[src/rtl/valid_ready_upsizer_pkg.sv]
// valid_ready_upsizer_pkg
//   Shared types and helpers for the width up/down-sizer family.
//   upsz_state_t : ACC (collecting beats) / FULL (word held for output)
//   upsz_cnt_w() : width of a beat-count field able to hold 0..k
package valid_ready_upsizer_pkg;

    typedef enum logic {
        ACC  = 1'b0,
        FULL = 1'b1
    } upsz_state_t;

    function automatic int upsz_cnt_w(input int k);
        return $clog2(k + 1);
    endfunction

endpackage

[src/rtl/valid_ready_upsizer_if.sv]
// valid_ready_upsizer_if
//   Bundles the narrow input stream (dwn_*) and the wide output stream (up_*)
//   of the upsizer.
//   slave  : the upsizer side (consumes dwn_*, produces up_*)
//   master : the environment side (produces dwn_*, consumes up_*)
//   dwn_data[N], dwn_vld, dwn_last, dwn_rdy : input beat handshake
//   up_data[N*K], up_cnt, up_vld, up_rdy    : output word handshake
interface valid_ready_upsizer_if
    import valid_ready_upsizer_pkg::*;
#(
    parameter int N = 4,
    parameter int K = 4
);
    logic [N-1:0]               dwn_data;
    logic                       dwn_vld;
    logic                       dwn_last;
    logic                       dwn_rdy;
    logic [N*K-1:0]             up_data;
    logic [upsz_cnt_w(K)-1:0]   up_cnt;
    logic                       up_vld;
    logic                       up_rdy;

    modport slave (
        input  dwn_data, dwn_vld, dwn_last, up_rdy,
        output dwn_rdy, up_data, up_cnt, up_vld
    );

    modport master (
        output dwn_data, dwn_vld, dwn_last, up_rdy,
        input  dwn_rdy, up_data, up_cnt, up_vld
    );
endinterface

[src/rtl/valid_ready_upsizer.sv]
// valid_ready_upsizer
//   Packs K consecutive N-bit beats into one N*K-bit word. dwn_last closes a
//   partial word early; unwritten slots read as zero and up_cnt gives the
//   number of valid beats (1..K). Sustains one beat per cycle: in FULL a new
//   beat is accepted in the same cycle the held word drains.
//   clk  : rising-edge clock
//   rst  : asynchronous active-low reset
//   bus  : slave modport, dwn_* beats in, up_* words out
//          (beat 0 lands in up_data[N-1:0])
module valid_ready_upsizer
    import valid_ready_upsizer_pkg::*;
#(
    parameter int N = 4,
    parameter int K = 4
)(
    input  logic                    clk,
    input  logic                    rst,
    valid_ready_upsizer_if.slave    bus
);
    localparam int CW = upsz_cnt_w(K);
    localparam int IW = $clog2(K);

    upsz_state_t           state_q, state_d;
    logic [IW-1:0]         idx_q, idx_d;
    logic [K-1:0][N-1:0]   slot_q, slot_d;
    logic [CW-1:0]         cnt_q, cnt_d;
    logic                  beat;
    logic                  wacc;

    // Ready is held low while in reset; in FULL it follows the consumer so a
    // beat can slip in on the drain cycle.
    assign bus.dwn_rdy = rst & ((state_q == ACC) | bus.up_rdy);
    assign beat        = bus.dwn_vld & bus.dwn_rdy;
    assign wacc        = (state_q == FULL) & bus.up_rdy;

    assign bus.up_vld  = (state_q == FULL);
    assign bus.up_data = slot_q;
    assign bus.up_cnt  = cnt_q;

    always_comb begin
        state_d = state_q;
        idx_d   = idx_q;
        slot_d  = slot_q;
        cnt_d   = cnt_q;
        case (state_q)
            ACC: begin
                if (beat) begin
                    // Slot 0 starts a fresh word: wipe stale beats so a
                    // partial word comes out zero-padded.
                    if (idx_q == '0)
                        slot_d = '0;
                    slot_d[idx_q] = bus.dwn_data;
                    if (idx_q == IW'(K - 1) || bus.dwn_last) begin
                        state_d = FULL;
                        cnt_d   = CW'(idx_q) + CW'(1);
                        idx_d   = '0;
                    end else begin
                        idx_d   = idx_q + IW'(1);
                    end
                end
            end
            FULL: begin
                if (wacc) begin
                    if (beat) begin
                        slot_d    = '0;
                        slot_d[0] = bus.dwn_data;
                        if (bus.dwn_last) begin
                            // Single-beat word closes immediately.
                            state_d = FULL;
                            cnt_d   = CW'(1);
                            idx_d   = '0;
                        end else begin
                            state_d = ACC;
                            idx_d   = IW'(1);
                        end
                    end else begin
                        state_d = ACC;
                        idx_d   = '0;
                    end
                end
            end
            default: begin
                state_d = ACC;
                idx_d   = '0;
            end
        endcase
    end

    always_ff @(posedge clk or negedge rst) begin
        if (!rst) begin
            state_q <= ACC;
            idx_q   <= '0;
            slot_q  <= '0;
            cnt_q   <= '0;
        end else begin
            state_q <= state_d;
            idx_q   <= idx_d;
            slot_q  <= slot_d;
            cnt_q   <= cnt_d;
        end
    end

endmodule
[src/flat_wrapper.sv]
// flat-port wrapper written by rule: the top's interface ports become plain ports
module valid_ready_upsizer_flat import valid_ready_upsizer_pkg::*;
#(
    parameter int N = 4,
    parameter int K = 4
)
  (clk, rst, bus_dwn_data, bus_dwn_vld, bus_dwn_last, bus_up_rdy, bus_dwn_rdy, bus_up_data, bus_up_cnt, bus_up_vld);
  valid_ready_upsizer_if #(.N(N), .K(K)) bus_i ();
  input  logic clk;
  input  logic rst;
  input wire logic [$bits(bus_i.dwn_data)-1:0] bus_dwn_data;
  input wire logic [$bits(bus_i.dwn_vld)-1:0] bus_dwn_vld;
  input wire logic [$bits(bus_i.dwn_last)-1:0] bus_dwn_last;
  input wire logic [$bits(bus_i.up_rdy)-1:0] bus_up_rdy;
  output wire logic [$bits(bus_i.dwn_rdy)-1:0] bus_dwn_rdy;
  output wire logic [$bits(bus_i.up_data)-1:0] bus_up_data;
  output wire logic [$bits(bus_i.up_cnt)-1:0] bus_up_cnt;
  output wire logic [$bits(bus_i.up_vld)-1:0] bus_up_vld;
  assign bus_i.dwn_data = bus_dwn_data;
  assign bus_i.dwn_vld = bus_dwn_vld;
  assign bus_i.dwn_last = bus_dwn_last;
  assign bus_i.up_rdy = bus_up_rdy;
  assign bus_dwn_rdy = bus_i.dwn_rdy;
  assign bus_up_data = bus_i.up_data;
  assign bus_up_cnt = bus_i.up_cnt;
  assign bus_up_vld = bus_i.up_vld;
  valid_ready_upsizer #(.N(N), .K(K)) u_core (.clk(clk), .rst(rst), .bus(bus_i));
endmodule
[config.mk]
export PLATFORM = sky130hd
export DESIGN_NAME = valid_ready_upsizer_flat
export DESIGN_NICKNAME = d
export VERILOG_FILES = /design/src/rtl/valid_ready_upsizer_pkg.sv /design/src/rtl/valid_ready_upsizer_if.sv /design/src/rtl/valid_ready_upsizer.sv /design/src/flat_wrapper.sv
export SDC_FILE = /design/constraint.sdc
export NUM_CORES = 1
export LEC_CHECK = 0
export BUFFER_PORTS_ARGS = -buffer_cell sky130_fd_sc_hd__buf_2
export CAP_MARGIN = 20
export CORE_MARGIN = 2
export CORE_UTILIZATION = 49
export DETAILED_ROUTE_END_ITERATION = 12
export PLACE_DENSITY = 0.83
export RECOVER_POWER = 25
export SLEW_MARGIN = 25
export SYNTH_ARGS = -nofsm -noshare
export SYNTH_HDL_FRONTEND = slang
export SYNTH_SLANG_ARGS = --single-unit
[constraint.sdc]
create_clock -name clk -period 2.69 [get_ports clk]
set_input_delay 0.807 -clock clk [delete_from_list [all_inputs] [get_ports clk]]
set_output_delay 0.807 -clock clk [all_outputs]
set_load 0.005 [all_outputs]
==> metrics.cfg <==
[clock_tree]
htreeDepth=1
path_clk_slew_ns=0.12
cts.sinks=22
hold_buffers=0
ctsResizeCount=0
cts_max_path_buffers=2
numCtsBuffers=3
cts_tree=yes
cts_root_buf=clkbuf_4
post_cts_buffers=0
clkLatencyLatePin_ns=0.30

[synth]
syn_nets=107
yosys.area.top_type_share_pct=50.1
synth_area_sq_um=1100
ys_types=26
synth_area_leaders=dfrtp_1 50%, a32oi_1 6.4%, o2bb2ai_1 6.4%
ys_seq_area_share_pct=50.1
synth_seq_cells=22
synth_top_cell_by_area=dfrtp_1
synth_warnings=0
syn_inst=94
syn_avg_cell_area_sq_um=11.7

[critical_path]
worstPathMaxFanout=14
worstPathArrival_ns=1.64
endpoint_kind=primary output
cp.required_ns=1.88
crit_type=in -> out
start_kind=input pin
r2r_cells=4

[drt]
wl_per_cell_um=14.5
route.detailed.drc=0
drtAntennaViolNets=0
vias_per_cell=5.56
drtIter0Drc=21
num_vias=850
first_pass_iters=4
finalWirelength_um=2220

[power]
clockPowerShare_pct=21.1
p_sw_share_pct=31.3
power.leakage_nw=0.613
vdd_ir_drop_max_uv=649
pwr-share-seq_pct=47.0
cellPowerDensity_nw_per_um2=876
switchingPower_mw=0.361
intPower_mw=0.793
comb_power_share_pct=31.9

[finish]
area_growth_pct=20.0
fillers=206
diodes=0
nNetsFinal=139
drive_gt1_share_pct=30.4

[die]
initial_utilization_pct=50.6
dieHeight_um=51.4
die_w_um=51.4
coreArea_sq_um=2170
ioPinCount=30
dieArea_sq_um=2640
rows=17

[min_path]
hold_class=in -> async

[flow_run]
cap_violations=0

[global_route]
grt_pass1_wl_um=3820
grtUsageTotal_pct=19.5
antenna_found_initial=0
grt_overflow=0
first_global_vias=821
grt_max_degree=18

[placed_design]
post-place-ws_ns=0.427
dpl.hpwl_um=1660
place_congestion=0.792
portBuffers=29

[timing]
fin_skew_ns=0.00743
final.setup.tns_ns=0
worst_pin_slew_ns=0.679
clock.fmax_mhz=409
finalMaxSlewViolations=0
setup_viol=0
hold_viol=0
post-route-min-period_ns=2.44
rsz0062_at_grt=no
finalCritPeriodShare_pct=90.8
slew_headroom_pct=54.7
setup_ws_ns=0.247

[outcome]
status=finished clean

[layout by cell type (no fill, tap or decap)]
cell type  Yosys  layout
ha_1           4       4
and2_1         2       2
o2bb2ai_1      8       8
nand2_2        2       2
a21oi_4        2       2
nand2b_1       2       2
nand2_1        7       7
mux2i_1        5       5
clkbuf_4       0       3
a31o_1         1       1
a32oi_1        8       8
nor3_2         1       1
and4_1         1       1
bufinv_16      0       1
o21bai_1       1       1
dfrtp_1       22      22
o21ai_0        1       1
mux2_1         5       5
or2_1          1       1
o31ai_1        1       1
inv_1          8       8
a32o_1         1       1
o2111ai_1      1       1
nor2_1         4       4
nand3_1        1       1
a21boi_2       1       1
clkbuf_1       0       2
buf_2          3      28
nor2b_1        1       1
[power groups by stage]
| stage | Sequential [mW] | Combinational, mW | Clock (mW) |
|---|---|---|---|
| after global placement | 0.537 | 0.365 | 0 |
| after detailed placement | 0.548 | 0.373 | 0 |
| after floorplan | 0.544 | 0.198 | 0 |
| final | 0.542 | 0.368 | 0.244 |
| after CTS | 0.543 | 0.374 | 0.250 |
| after global routing | 0.561 | 0.415 | 0.271 |
[cells by family after synthesis]
logic type / share of synthesized area [%]
compound gates: 21.1
simple gates: 10.5
flops: 50.1
buf+inv: 4.10
mux: 9.68
fa+ha+maj: 4.56
[Yosys cell counts (all sizes together)]
| cell type | count |
|---|---|
| dfrtp | 22 |
| nand2 | 9 |
| a32oi | 8 |
| inv | 8 |
| o2bb2ai | 8 |
| mux2 | 5 |
| mux2i | 5 |
| ha | 4 |
| nor2 | 4 |
| buf | 3 |
| a21oi | 2 |
| and2 | 2 |
| nand2b | 2 |
| a21boi | 1 |
| a31o | 1 |
| a32o | 1 |
| and4 | 1 |
| nand3 | 1 |
| nor2b | 1 |
| nor3 | 1 |
| o2111ai | 1 |
| o21ai | 1 |
| o21bai | 1 |
| o31ai | 1 |
| or2 | 1 |
[through the flow]
stage | hold WS [ns] | instances | utilization (%) | cell area [sq um] | total power [mW]
CTS | 0.363 | 153 | 61.0 | 1320 | 1.17
global placement | 0.464 | 149 | 58.6 | 1270 | 0.902
detailed placement | 0.477 | 149 | 58.6 | 1270 | 0.920
global route | 0.511 | 153 | 60.8 | 1320 | 1.25
floorplan | 0.483 | 94 | - | 1100 | 0.742
finish | 0.499 | 153 | 60.8 | 1320 | 1.15
[layout make-up]
cell class | instances | area (sq um) | share of cell area, %
tap | 28 | 35.0 | 2.66
multi-input combinational | 61 | 503 | 38.1
sequential | 22 | 551 | 41.7
clock buffer | 3 | 22.5 | 1.71
inverter | 8 | 30.0 | 2.28
timing repair buffer | 30 | 148 | 11.2
clock inverter | 1 | 30.0 | 2.28
[flip-flops by register name (all words and copies together), names as in the netlist]
| name | count |
|---|---|
| u_core.bus.up_vld | 1 |
| u_core.bus.up_data | 16 |
| u_core.idx_q | 2 |
| u_core.bus.up_cnt | 3 |
[path summary, 6_finish.rpt]
kind,startpoint,end,slack (ns)
worst max register to register,u_core.idx_q[0],u_core.bus.up_cnt[0],1.06
worst min-delay path,rst,u_core.bus.up_cnt[0],0.50
worst max-delay path,rst,bus_dwn_rdy,0.25
worst min register to register,u_core.bus.up_cnt[2],u_core.bus.up_cnt[2],0.50
max in group asynchronous,rst,u_core.bus.up_vld,1.24
min in group clk,u_core.bus.up_cnt[2],u_core.bus.up_cnt[2],0.50
[worst max-delay path, stage by stage]
cell and delay [ns]:
clkbuf_1 0.50, and2_1 0.22, buf_2 0.10
[routing by layer]
metal  wire length (um)  global-route usage, %
met5                  0                      0
met4                 14                   2.63
met3                 72                   5.26
met2               1130                   33.1
met1                998                   25.6
Power figures use the tool's default switching activity.
